$ cat config.mk
export PLATFORM = sky130hd
export DESIGN_NAME = shift_sequencer
export DESIGN_NICKNAME = d
export VERILOG_FILES = /design/src/rtl/shift_sequencer.sv
export SDC_FILE = /design/constraint.sdc
export NUM_CORES = 1
export LEC_CHECK = 0
export ABC_AREA = 1
export BUFFER_PORTS_ARGS = -buffer_cell sky130_fd_sc_hd__buf_2
export CAP_MARGIN = 20
export CELL_PAD_IN_SITES_DETAIL_PLACEMENT = 0
export CELL_PAD_IN_SITES_GLOBAL_PLACEMENT = 1
export CORE_MARGIN = 8
export CORE_UTILIZATION = 36
export DETAILED_ROUTE_END_ITERATION = 10
export PLACE_DENSITY_LB_ADDON = 0.1
export SLEW_MARGIN = 10
export SYNTH_ARGS = -nofsm -noshare
export SYNTH_HDL_FRONTEND = slang
export SYNTH_SLANG_ARGS = --single-unit
$ cat constraint.sdc
create_clock -name c -period 1.6 [get_ports c]
set_clock_uncertainty 0.2 [all_clocks]
set_input_delay 0.24 -clock c [delete_from_list [all_inputs] [get_ports c]]
set_output_delay 0.24 -clock c [all_outputs]
set_load 0.02 [all_outputs]
$ cat src/rtl/shift_sequencer.sv
// Multi-mode shift/rotate sequencer with start/busy/done handshake.
// Define SHIFT_SEQUENCER_BARREL_EN to finish any k-position move in one RUN edge.
module shift_sequencer #(
  parameter int N  = 8,
  parameter int AW = $clog2(N + 1)
) (
  input  logic          c,
  input  logic          rst,
  input  logic          start,
  input  logic [2:0]    op,
  input  logic [AW-1:0] amt,
  input  logic [N-1:0]  d,
  input  logic          i,
  output logic [N-1:0]  q,
  output logic          so,
  output logic          busy,
  output logic          done
);

  typedef enum logic [1:0] {IDLE, RUN, DONE} state_t;

  localparam logic [2:0] OP_HOLD = 3'b000;
  localparam logic [2:0] OP_LOAD = 3'b001;
  localparam logic [2:0] OP_SHL  = 3'b010;
  localparam logic [2:0] OP_SHR  = 3'b011;
  localparam logic [2:0] OP_ROL  = 3'b100;
  localparam logic [2:0] OP_ROR  = 3'b101;
  localparam logic [2:0] OP_ASR  = 3'b110;

  localparam logic [AW-1:0] N_AMT = AW'(N);

  state_t        state_reg, state_next;
  logic [N-1:0]  q_reg, q_next;
  logic          so_reg, so_next;
  logic [AW-1:0] cnt_reg, cnt_next;
  logic [2:0]    op_reg, op_next;

  logic [AW-1:0] amt_eff;
  logic          is_move;
  logic [N-1:0]  move_q;
  logic          move_so;

  assign amt_eff = (amt > N_AMT) ? N_AMT : amt;

  always_comb begin
    is_move = 1'b0;
    case (op)
      OP_SHL, OP_SHR, OP_ROL, OP_ROR, OP_ASR: is_move = 1'b1;
      default:                                is_move = 1'b0;
    endcase
  end

`ifdef SHIFT_SEQUENCER_BARREL_EN
  // Left and right moves share one wide shifter each; the extra guard bit
  // on the outgoing side captures the last bit that left q.
  logic [N-1:0] left_fill, right_fill;
  logic [2*N:0] wide_left, wide_right;
  logic         unused_bits;

  always_comb begin
    left_fill  = (op_reg == OP_ROL) ? q_reg : {N{i}};
    right_fill = {N{i}};
    if (op_reg == OP_ROR)
      right_fill = q_reg;
    else if (op_reg == OP_ASR)
      right_fill = {N{q_reg[N-1]}};
    wide_left  = {1'b0, q_reg, left_fill} << cnt_reg;
    wide_right = {right_fill, q_reg, 1'b0} >> cnt_reg;
    if (op_reg == OP_SHL || op_reg == OP_ROL) begin
      move_q  = wide_left[2*N-1:N];
      move_so = wide_left[2*N];
    end else begin
      move_q  = wide_right[N:1];
      move_so = wide_right[0];
    end
  end

  assign unused_bits = ^{wide_left[N-1:0], wide_right[2*N:N+1]};
`else
  always_comb begin
    move_q  = q_reg;
    move_so = so_reg;
    case (op_reg)
      OP_SHL: begin move_q = {q_reg[N-2:0], i};          move_so = q_reg[N-1]; end
      OP_SHR: begin move_q = {i, q_reg[N-1:1]};          move_so = q_reg[0];   end
      OP_ROL: begin move_q = {q_reg[N-2:0], q_reg[N-1]}; move_so = q_reg[N-1]; end
      OP_ROR: begin move_q = {q_reg[0], q_reg[N-1:1]};   move_so = q_reg[0];   end
      OP_ASR: begin move_q = {q_reg[N-1], q_reg[N-1:1]}; move_so = q_reg[0];   end
      default: begin move_q = q_reg;                     move_so = so_reg;     end
    endcase
  end
`endif

  always_comb begin
    state_next = state_reg;
    q_next     = q_reg;
    so_next    = so_reg;
    cnt_next   = cnt_reg;
    op_next    = op_reg;
    case (state_reg)
      IDLE: begin
        if (start) begin
          op_next = op;
          if (op == OP_LOAD) begin
            q_next     = d;
            state_next = DONE;
          end else if (is_move && amt_eff != '0) begin
            cnt_next   = amt_eff;
            state_next = RUN;
          end else begin
            state_next = DONE;
          end
        end
      end
      RUN: begin
        q_next  = move_q;
        so_next = move_so;
`ifdef SHIFT_SEQUENCER_BARREL_EN
        cnt_next   = '0;
        state_next = DONE;
`else
        cnt_next = cnt_reg - AW'(1);
        if (cnt_reg == AW'(1))
          state_next = DONE;
`endif
      end
      DONE:    state_next = IDLE;
      default: state_next = IDLE;
    endcase
  end

  always_ff @(posedge c or posedge rst) begin
    if (rst) begin
      state_reg <= IDLE;
      q_reg     <= '0;
      so_reg    <= 1'b0;
      cnt_reg   <= '0;
      op_reg    <= OP_HOLD;
    end else begin
      state_reg <= state_next;
      q_reg     <= q_next;
      so_reg    <= so_next;
      cnt_reg   <= cnt_next;
      op_reg    <= op_next;
    end
  end

  assign q    = q_reg;
  assign so   = so_reg;
  assign busy = (state_reg != IDLE);
  assign done = (state_reg == DONE);

endmodule

Word level (Yosys, flattened, before mapping)

Cells that the tools add are included.

$add $sub $neg: 1
Order comparisons: 1
Eq/ne operators: 22
Multiplexer cells: 16
Reductions and logical operators: 15

Operators by type and width:

| operator              | count |
|---|---|
| $pmux W8 S5           | 1 |
| $eq A3 B3 Y1 const B  | 6 |
| $mux W4               | 4 |
| $mux W8               | 2 |
| $pmux W8 S2           | 1 |
| $eq A3 B2 Y1 const B  | 4 |
| $ne A2 B2 Y1 const B  | 6 |
| $mux W2               | 4 |
| $pmux W4 S2           | 1 |
| $reduce_and A4 Y1     | 2 |
| $ne A6 B1 Y1 const B  | 1 |
| $reduce_and A2 Y1     | 3 |
| $reduce_bool A2 Y1    | 3 |
| $ne A5 B1 Y1 const B  | 1 |
| $reduce_and A5 Y1     | 1 |
| $reduce_or A5 Y1      | 1 |
| $eq A4 B1 Y1 const B  | 1 |
| $gt A4 B4 Y1 const B  | 1 |
| $pmux W2 S2           | 1 |
| $reduce_bool A4 Y1    | 1 |
| $sub A4 B1 Y4 const B | 1 |
| $eq A3 B1 Y1 const B  | 1 |
| $reduce_or A3 Y1      | 1 |
| $eq A2 B1 Y1 const B  | 1 |
| 6 further kinds       | 6 |

Input bits: 19
Register bits: 18
Logic and storage cells: 61

Depth between registers and ports, before layout

Gate-level depths: netlist (run 1).

Depth after elaboration: 8
Gate-level depth with buffers: 9

Least setup slack after synthesis (run 1)

No wires, ideal clock.

Path type: register to register
Start: register state_reg[0]
End: register cnt_reg[2]
Path buffers: 0
Required time: 1,283 ps
Arrival time: 1,080 ps
Cell stages (with the launch flop): 9
Library setup time: 117 ps
Path slack: 204 ps
Path through: dfrtp_1 > inv_2 > nand2_1 > inv_1 > nand2_1 > nand2_1 > inv_1 > nand2_1 > nand2_1

Word-level cells in the longest chain between the ends: 3
Elaborated cells between the ends (all ways): 8
Classes of those cells: eq/ne: 4; mux: 1; reduce/logical: 3

Ends and longest elaborated chain:

| element                                                      | RTL line | RTL |
|---|---|---|
| from (decl)                                                  | 32       | `state_t state_reg, state_next;` |
| from (signal assigned)                                       | 140      | `state_reg <= state_next;` |
| $logic_not A2 Y1 or $eq A2 B1 Y1 (tied branches)             | 100      | `case (state_reg)` |
| $ne A2 B2 Y1 (no line) or $reduce_bool A2 Y1 (tied branches) | n/a      |  |
| $reduce_and A4 Y1 (no line)                                  | n/a      |  |
| to (signal assigned)                                         | 143      | `cnt_reg <= cnt_next;` |
| to (decl)                                                    | 35       | `logic [AW-1:0] cnt_reg, cnt_next;` |

Several ways; a longest one is shown, not always the timed one.
A chain may end at the register's enable or synchronous reset.

Worst setup path after layout (run 1)

Start: register op_reg[0]
End: register so_reg, in the netlist so

Word-level cells in the longest chain between the ends: 4
Elaborated cells between the ends (all ways): 10
Classes of those cells: eq/ne: 5; mux: 1; reduce/logical: 4

Ends and longest elaborated chain:

| element                                                        | RTL line | RTL |
|---|---|---|
| from (decl)                                                    | 36       | `logic [2:0] op_reg, op_next;` |
| from (signal assigned)                                         | 144      | `op_reg <= op_next;` |
| $eq A3 B3 Y1 or $eq A3 B2 Y1 (tied branches)                   | 83       | `case (op_reg)` |
| $reduce_or A3 Y1 (no line) or $reduce_or A2 Y1 (tied branches) | n/a      |  |
| $reduce_bool A2 Y1 (no line)                                   | n/a      |  |
| $reduce_and A2 Y1 (no line)                                    | n/a      |  |
| to (signal assigned)                                           | 142      | `so_reg <= so_next;` |
| to (decl)                                                      | 34       | `logic so_reg, so_next;` |

Several ways; a longest one is shown, not always the timed one.

==> flow_summary_export.csv, run 1 <==
group,metric,value,unit
worst_setup_path,slowest_stage,"dfrtp_1",
clocking,cts_root_buf,"clkbuf_4",
layout,largest_reg_flops,8,
worst_setup_path,endpoint_kind,"flip-flop",
worst_setup_path,cp_slowest_stage_delay,0.43,ns
worst_setup_path,crit_cells,7,
worst_hold_path,hold_path_startpoint,"op[2]",
global_routing,gr-total-overflow,0,
layout,drive_gt1_share,20.28,%
synthesis,yosys_warnings,0,
clocking,htreeDepth,1,
global_routing,antenna_found_initial,0,
worst_hold_path,worstHoldPathType,"input port to flip-flop",
global_routing,gr-usage-all-layers,12.15,%
route,drtPass1Iterations,4,
worst_setup_path,required,1.59,ns
synthesis,ys_ff_latch,18,
pwr,power.density,2159,nW/um^2
layout,fin_util,43.79,%
synthesis,synth_nets,200,
timing,report.final.slew_viol_count,0,
floorplan,fp-row-count,21,
route,wire_per_inst,11.62,um
floorplan,core-area,3232,um^2
route,antenna_left,0,
route,routed_via_density,4.628,
worst_setup_path,cp-start-kind,"flip-flop",
layout,area_delta_synth_final,19.81,%
synthesis,synthArstFlopShare,100.0,%
place,dp_hpwl,2356,um
timing,fmax,673.3,MHz
clocking,cts_buffers,3,
synthesis,synthFlopType,"dfrtp_1",
worst_setup_path,arrival,1.48,ns
worst_setup_path,reg2regPathDepth,7,
synthesis,synth.yosys.seq_area_share,38.14,%
layout,fillers,357,
timing,period_share,92.83,%
worst_setup_path,cp_top_family,"simple AND/OR/NAND/NOR gates",
worst_setup_path,reg2reg_from,"op_reg[0]",
route,vias,1194,
floorplan,dieHeight,73.28,um
run,maxCapViolCount,0,
route,drc,0,
clocking,post_cts_buffers,0,
synthesis,syn_area,1181,um^2
pwr,ir_worst_vdd,0.0008817,V
worst_setup_path,regToRegSetupSlack,0.11,ns
clocking,clock_latency,0.29,ns
worst_setup_path,rr_endpoint,"so",
pwr,p_leak,0.0007856,uW
clocking,path_clk_slew,0.11,ns
floorplan,die_x,73.28,um
global_routing,grt_pass1_wl,5223,um
worst_setup_path,crit_path_max_fanout,10,
worst_hold_path,hold_end,"op_reg[2]",
layout,fin_nets,235,
route,drt_iter0_markers,35,
timing,tns,0,ns
layout,layout_commonest_cell,"nand2_1",
worst_setup_path,path_buf_inv,1,
timing,rsz0062_at_grt,"true",
worst_hold_path,hold_path_depth,3,
clocking,cts_tree,"done",
timing,period_needed,1.485,ns
floorplan,io_pins,30,
layout,diodes,0,
synthesis,synth_edf_count,0,
floorplan,start_util,36.55,%
timing,hold_violations,0,
place,numPortBuffers,29,
global_routing,grt_pass1_vias,1156,
clocking,cts_num_sinks,18,
synthesis,syn_inst,179,
worst_setup_path,worstSetupPathType,"flip-flop to flip-flop",
clocking,cts_buffer_depth,2,
global_routing,grt_start_max_net_pins,19,
place,gp_congestion,0.8263,
worst_setup_path,crit_chain,"inv_1 > nand3_1 > nand3_2 > nor2_1 > nor2_1 > nand2_1 > nand2_1",
synthesis,netlist-cell-type-count,22,
status,status,"finished, final reports clean",
timing,slew_headroom,79.23,%
floorplan,die_area,5370,um^2
synthesis,syn_avg_cell_area,6.599,um^2
layout,layout_common_cells,"nand2_1 (67), nor2_1 (29), buf_2 (29)",
timing,worst_slew_pin_slew,0.3108,ns
timing,setup_viol_count_final,0,
route,drt_wl_total,2999,um
[cell usage after synthesis, types with 2 or more instances]
master	instances	share of area (%)
dfrtp_1	18	38
o21ai_0	9	3.8
ha_1	2	2.1
inv_1	16	5.1
nor2_1	29	9.2
a21oi_1	3	1.3
nand4_1	3	1.6
nand3_1	16	6.8
nand2_1	67	21
nand3_2	2	1.7
a31oi_1	2	1.1
buf_6	2	1.9
[how the worst max path moves through the flow]
| stage | startpoint | to | slack (ns) |
|---|---|---|---|
| 3_5_place_dp | op_reg[2] | q[2] | 0.11 |
| 6_report | op_reg[0] | so | 0.11 |
| 3_3_place_gp | state_reg[1] | q[0] | 0.12 |
| 5_1_grt | op_reg[1] | so | -0.0005 |
| 4_1_cts | state_reg[1] | q[2] | 0.09 |
| 2_1_floorplan | state_reg[0] | cnt_reg[2] | 0.20 |
[final cells by class]
class,instances,area (um^2),area share [%]
Clock buffer,3,22.52,1.592
Sequential cell,18,451.7,31.92
Tap cell,46,57.56,4.067
Timing Repair Buffer,33,177.7,12.56
Inverter,17,63.81,4.509
Multi-Input combinational cell,141,641.9,45.36
[metrics by stage]
stage          cell area, um^2  setup WS [ns]  cells  hold slack, ns  total power, uW
2_1_floorplan             1181         0.2038    179        -0.02143             2375
3_3_place_gp              1376         0.1169    254         0.07250             2804
3_5_place_dp              1376         0.1122    254         0.07518             2831
4_1_cts                   1409        0.08639    258         0.01904             3081
5_1_grt                   1415     -0.0005250    258         0.04450             3421
6_report                  1415         0.1148    258         0.02632             3056
[what timing repair did]
| action | 4_1_cts | 5_1_grt |
|---|---|---|
| setup endpoints to repair | 0 | 7 |
| resized for setup | 0 | 2 |
| endpoints found under the hold margin | 18 | 0 |
| hold buffers | 1 | 0 |
[cell families (layout without fill, tap and decap cells)]
kind of cell    count (synthesis)  in the layout  share of synthesized area (%)
fa+ha+maj                       2              2                          2.118
simple gates                  121            121                          43.22
xor+xnor                        1              1                         0.7417
compound gates                 17             17                          7.838
buf+inv                        20             53                          7.945
flops                          18             18                          38.14
[per-layer routing]
| metal | GRT usage (%) | share of wire (%) |
|---|---|---|
| met1 | 16.89 | 50 |
| met2 | 18.67 | 48 |
| met3 | 2.046 | 1.8 |
| met4 | 3.333 | 0.40 |
| met5 | 0 | 0 |
[report_power, final]
group | internal, uW | switching, uW | leakage [uW]
combinational | 658 | 1260 | 0.000552
clock | 87.6 | 147 | 0.0000138
sequential | 682 | 224 | 0.000220
total | 1430 | 1630 | 0.000786
[tightest hold or removal path: cells and delay by family]
kind	cells	cell delay [ns]
AND/OR/NAND/NOR	1	0.04
AO/OA/AOI/OAI	1	0.10
buffers and inverters	1	0.10
No activity file was read; power rests on OpenSTA's default activity.
==> inputs of run 2 (changes only) <==
--- a/config.mk
+++ b/config.mk
@@ -11,8 +11,9 @@
 export CELL_PAD_IN_SITES_DETAIL_PLACEMENT = 0
 export CELL_PAD_IN_SITES_GLOBAL_PLACEMENT = 1
 export CORE_MARGIN = 8
-export CORE_UTILIZATION = 36
+export CORE_UTILIZATION = 30
 export DETAILED_ROUTE_END_ITERATION = 10
+export HOLD_SLACK_MARGIN = 0.05
 export PLACE_DENSITY_LB_ADDON = 0.1
 export SLEW_MARGIN = 10
 export SYNTH_ARGS = -nofsm -noshare
==> run 2 against run 1 <==
- final cell count is 3.1% higher
- clock power is 68% higher
- design area is 7.6% higher
- non-clock buffer count is 2 higher
- worst setup slack worse by 0.015 ns
- register-to-register slack hardly changed
- critical path depth is 4 lower
- via count is 1.8% higher
- critical path type is now flip-flop to output pin
- largest cell class unchanged
- highest routed layer unchanged
==> flow_summary_export.csv, run 2 (synthesis results as in run 1) <==
group,metric,value,unit
route,drt_wl_total,3355,um
pwr,p_int,1664,uW
pwr,swShare,51.85,%
timing,period_needed,1.500,ns
route,vias,1216,
worst_setup_path,reg2reg_from,"op_reg[0]",
route,drt_iter0_markers,56,
place,numPortBuffers,29,
clocking,cts_tree,"done",
run,maxCapViolCount,0,
route,wire_per_inst,12.61,um
layout,largest_reg_flops,8,
global_routing,antenna_found_initial,0,
layout,fin_nets,238,
layout,diodes,0,
worst_setup_path,worstSetupPathType,"flip-flop to output pin",
global_routing,grt_pass1_wl,5485,um
layout,layout_common_cells,"nand2_1 (65), nor2_1 (29), buf_2 (29)",
pwr,ir_worst_vdd,0.0009075,V
timing,report.final.slew_viol_count,0,
clocking,cts_buffer_depth,2,
layout,area_delta_synth_final,28.92,%
worst_setup_path,regToRegSetupSlack,0.12,ns
layout,stdcell_count,266,
timing,tns,0,ns
clocking,cts_root_buf,"clkbuf_8",
layout,drive_gt1_share,25.93,%
status,status,"finished, final reports clean",
worst_setup_path,endpoint_kind,"output pin",
layout,fin_util,39.19,%
layout,layout_commonest_cell,"nand2_1",
worst_setup_path,endpoint,"busy",
clocking,cts_buffers,3,
floorplan,die_x,78.75,um
layout,regArea,452.9,um^2
route,drc,0,
timing,worst_slew_pin_slew,0.3149,ns
timing,rsz0062_at_grt,"false",
global_routing,gr-usage-all-layers,10.81,%
floorplan,start_util,30.40,%
floorplan,die_area,6201,um^2
worst_setup_path,cp-start-kind,"flip-flop",
layout,fillers,429,
clocking,cts_num_sinks,18,
timing,setup_viol_count_final,0,
worst_setup_path,rr_endpoint,"q[1]",
floorplan,io_pins,30,
timing,period_share,93.77,%
worst_setup_path,required,1.16,ns
floorplan,core-area,3885,um^2
timing,hold_violations,0,
pwr,p_comb_share,61.6,%
clocking,htreeDepth,1,
global_routing,grt_pass1_vias,1192,
global_routing,gr-total-overflow,0,
pwr,p_leak,0.0008188,uW
clocking,path_clk_slew,0.07,ns
pwr,power.density,2270,nW/um^2
worst_setup_path,reg2regPathDepth,7,
place,dp_cells,258,
place,post_dp_cell_area,1381,um^2
route,antenna_left,0,
worst_setup_path,crit_start,"state_reg[0]",
global_routing,grt_start_max_net_pins,19,
place,gp_congestion,0.7509,
worst_hold_path,worstHoldPathType,"input port to flip-flop",
place,dp_hpwl,2456,um
worst_setup_path,arrival,1.06,ns
worst_setup_path,cp_slowest_stage_delay,0.44,ns
worst_setup_path,crit_chain,"inv_2 > nand2_1 > buf_2",
pwr,switchingPower,1792,uW
timing,slew_headroom,78.96,%
route,drtPass1Iterations,4,
pwr,p_seq_share,27.1,%
floorplan,dieHeight,78.75,um
timing,hold-worst-slack,0.06931,ns
route,routed_via_density,4.571,
layout,multiInputGateArea,691.9,um^2
floorplan,fp-row-count,23,
clocking,clock_latency,0.26,ns
worst_setup_path,slowest_stage,"dfrtp_2",
timing,fmax,666.5,MHz
worst_setup_path,crit_path_max_fanout,4,
layout,final_area,1523,um^2
pwr,clock_power_share,11.4,%
run 2: cell count changes in the layout (fill, tap and decap cells not counted), sizes merged:
cell    previous run  this run
buf               32        34
clkbuf             3         4
nand2             68        69
run 2: worst min-delay path by stage:
stage          start         end  cells after the start
4_1_cts        op[2]   op_reg[2]                      3
3_5_place_dp     rst        q[4]                      3
2_1_floorplan    rst  cnt_reg[0]                      1
3_3_place_gp     rst        q[6]                      3
6_report       op[2]   op_reg[2]                      3
5_1_grt        op[1]   op_reg[1]                      3
run 2: layout make-up:
class                   instances  share of cell area (%)
multi-input cells             142                   45.44
flip-flops and latches         18                   29.75
repair buffers                 35                   12.90
inverters                      17                   4.191
well taps                      50                   4.108
clock buffers                   4                   3.615
run 2: repair_timing:
item / in CTS / in global routing
resized for setup: 0 / 16
endpoints found under the hold margin: 18 / 0
hold buffers: 1 / 0
setup endpoints to repair: 0 / 11
buffers inserted: 0 / 2
run 2: through the flow:
| step | setup WS, ns | total power [uW] |
|---|---|---|
| finish | 0.09961 | 3456 |
| global route | 0.004116 | 3849 |
| CTS | 0.06728 | 3256 |
| detailed placement | 0.08755 | 2857 |
| global placement | 0.08966 | 2824 |
| floorplan | 0.2038 | 2375 |
run 2: power groups by stage:
stage	combinational (uW)	clock (uW)	sequential, uW
floorplan	1380	0	995
finish	2130	393	935
global placement	1920	0	904
global route	2470	412	971
CTS	1950	398	908
detailed placement	1940	0	916
run 2: layer usage:
metal  up-vias  share of wire (%)  global-route usage [%]
li1        643                  -                       -
met1       554                 46                   13.01
met2        15                 50                   18.64
met3         4                3.7                   2.822
met4         0               0.80                   2.778
met5         -                  0                       0
run 2: critical path, delay by kind of cell, from the launching register on:
kind / cells / cell delay [ns]
flops: 1 / 0.44
buf+inv: 2 / 0.29
simple gates: 1 / 0.08
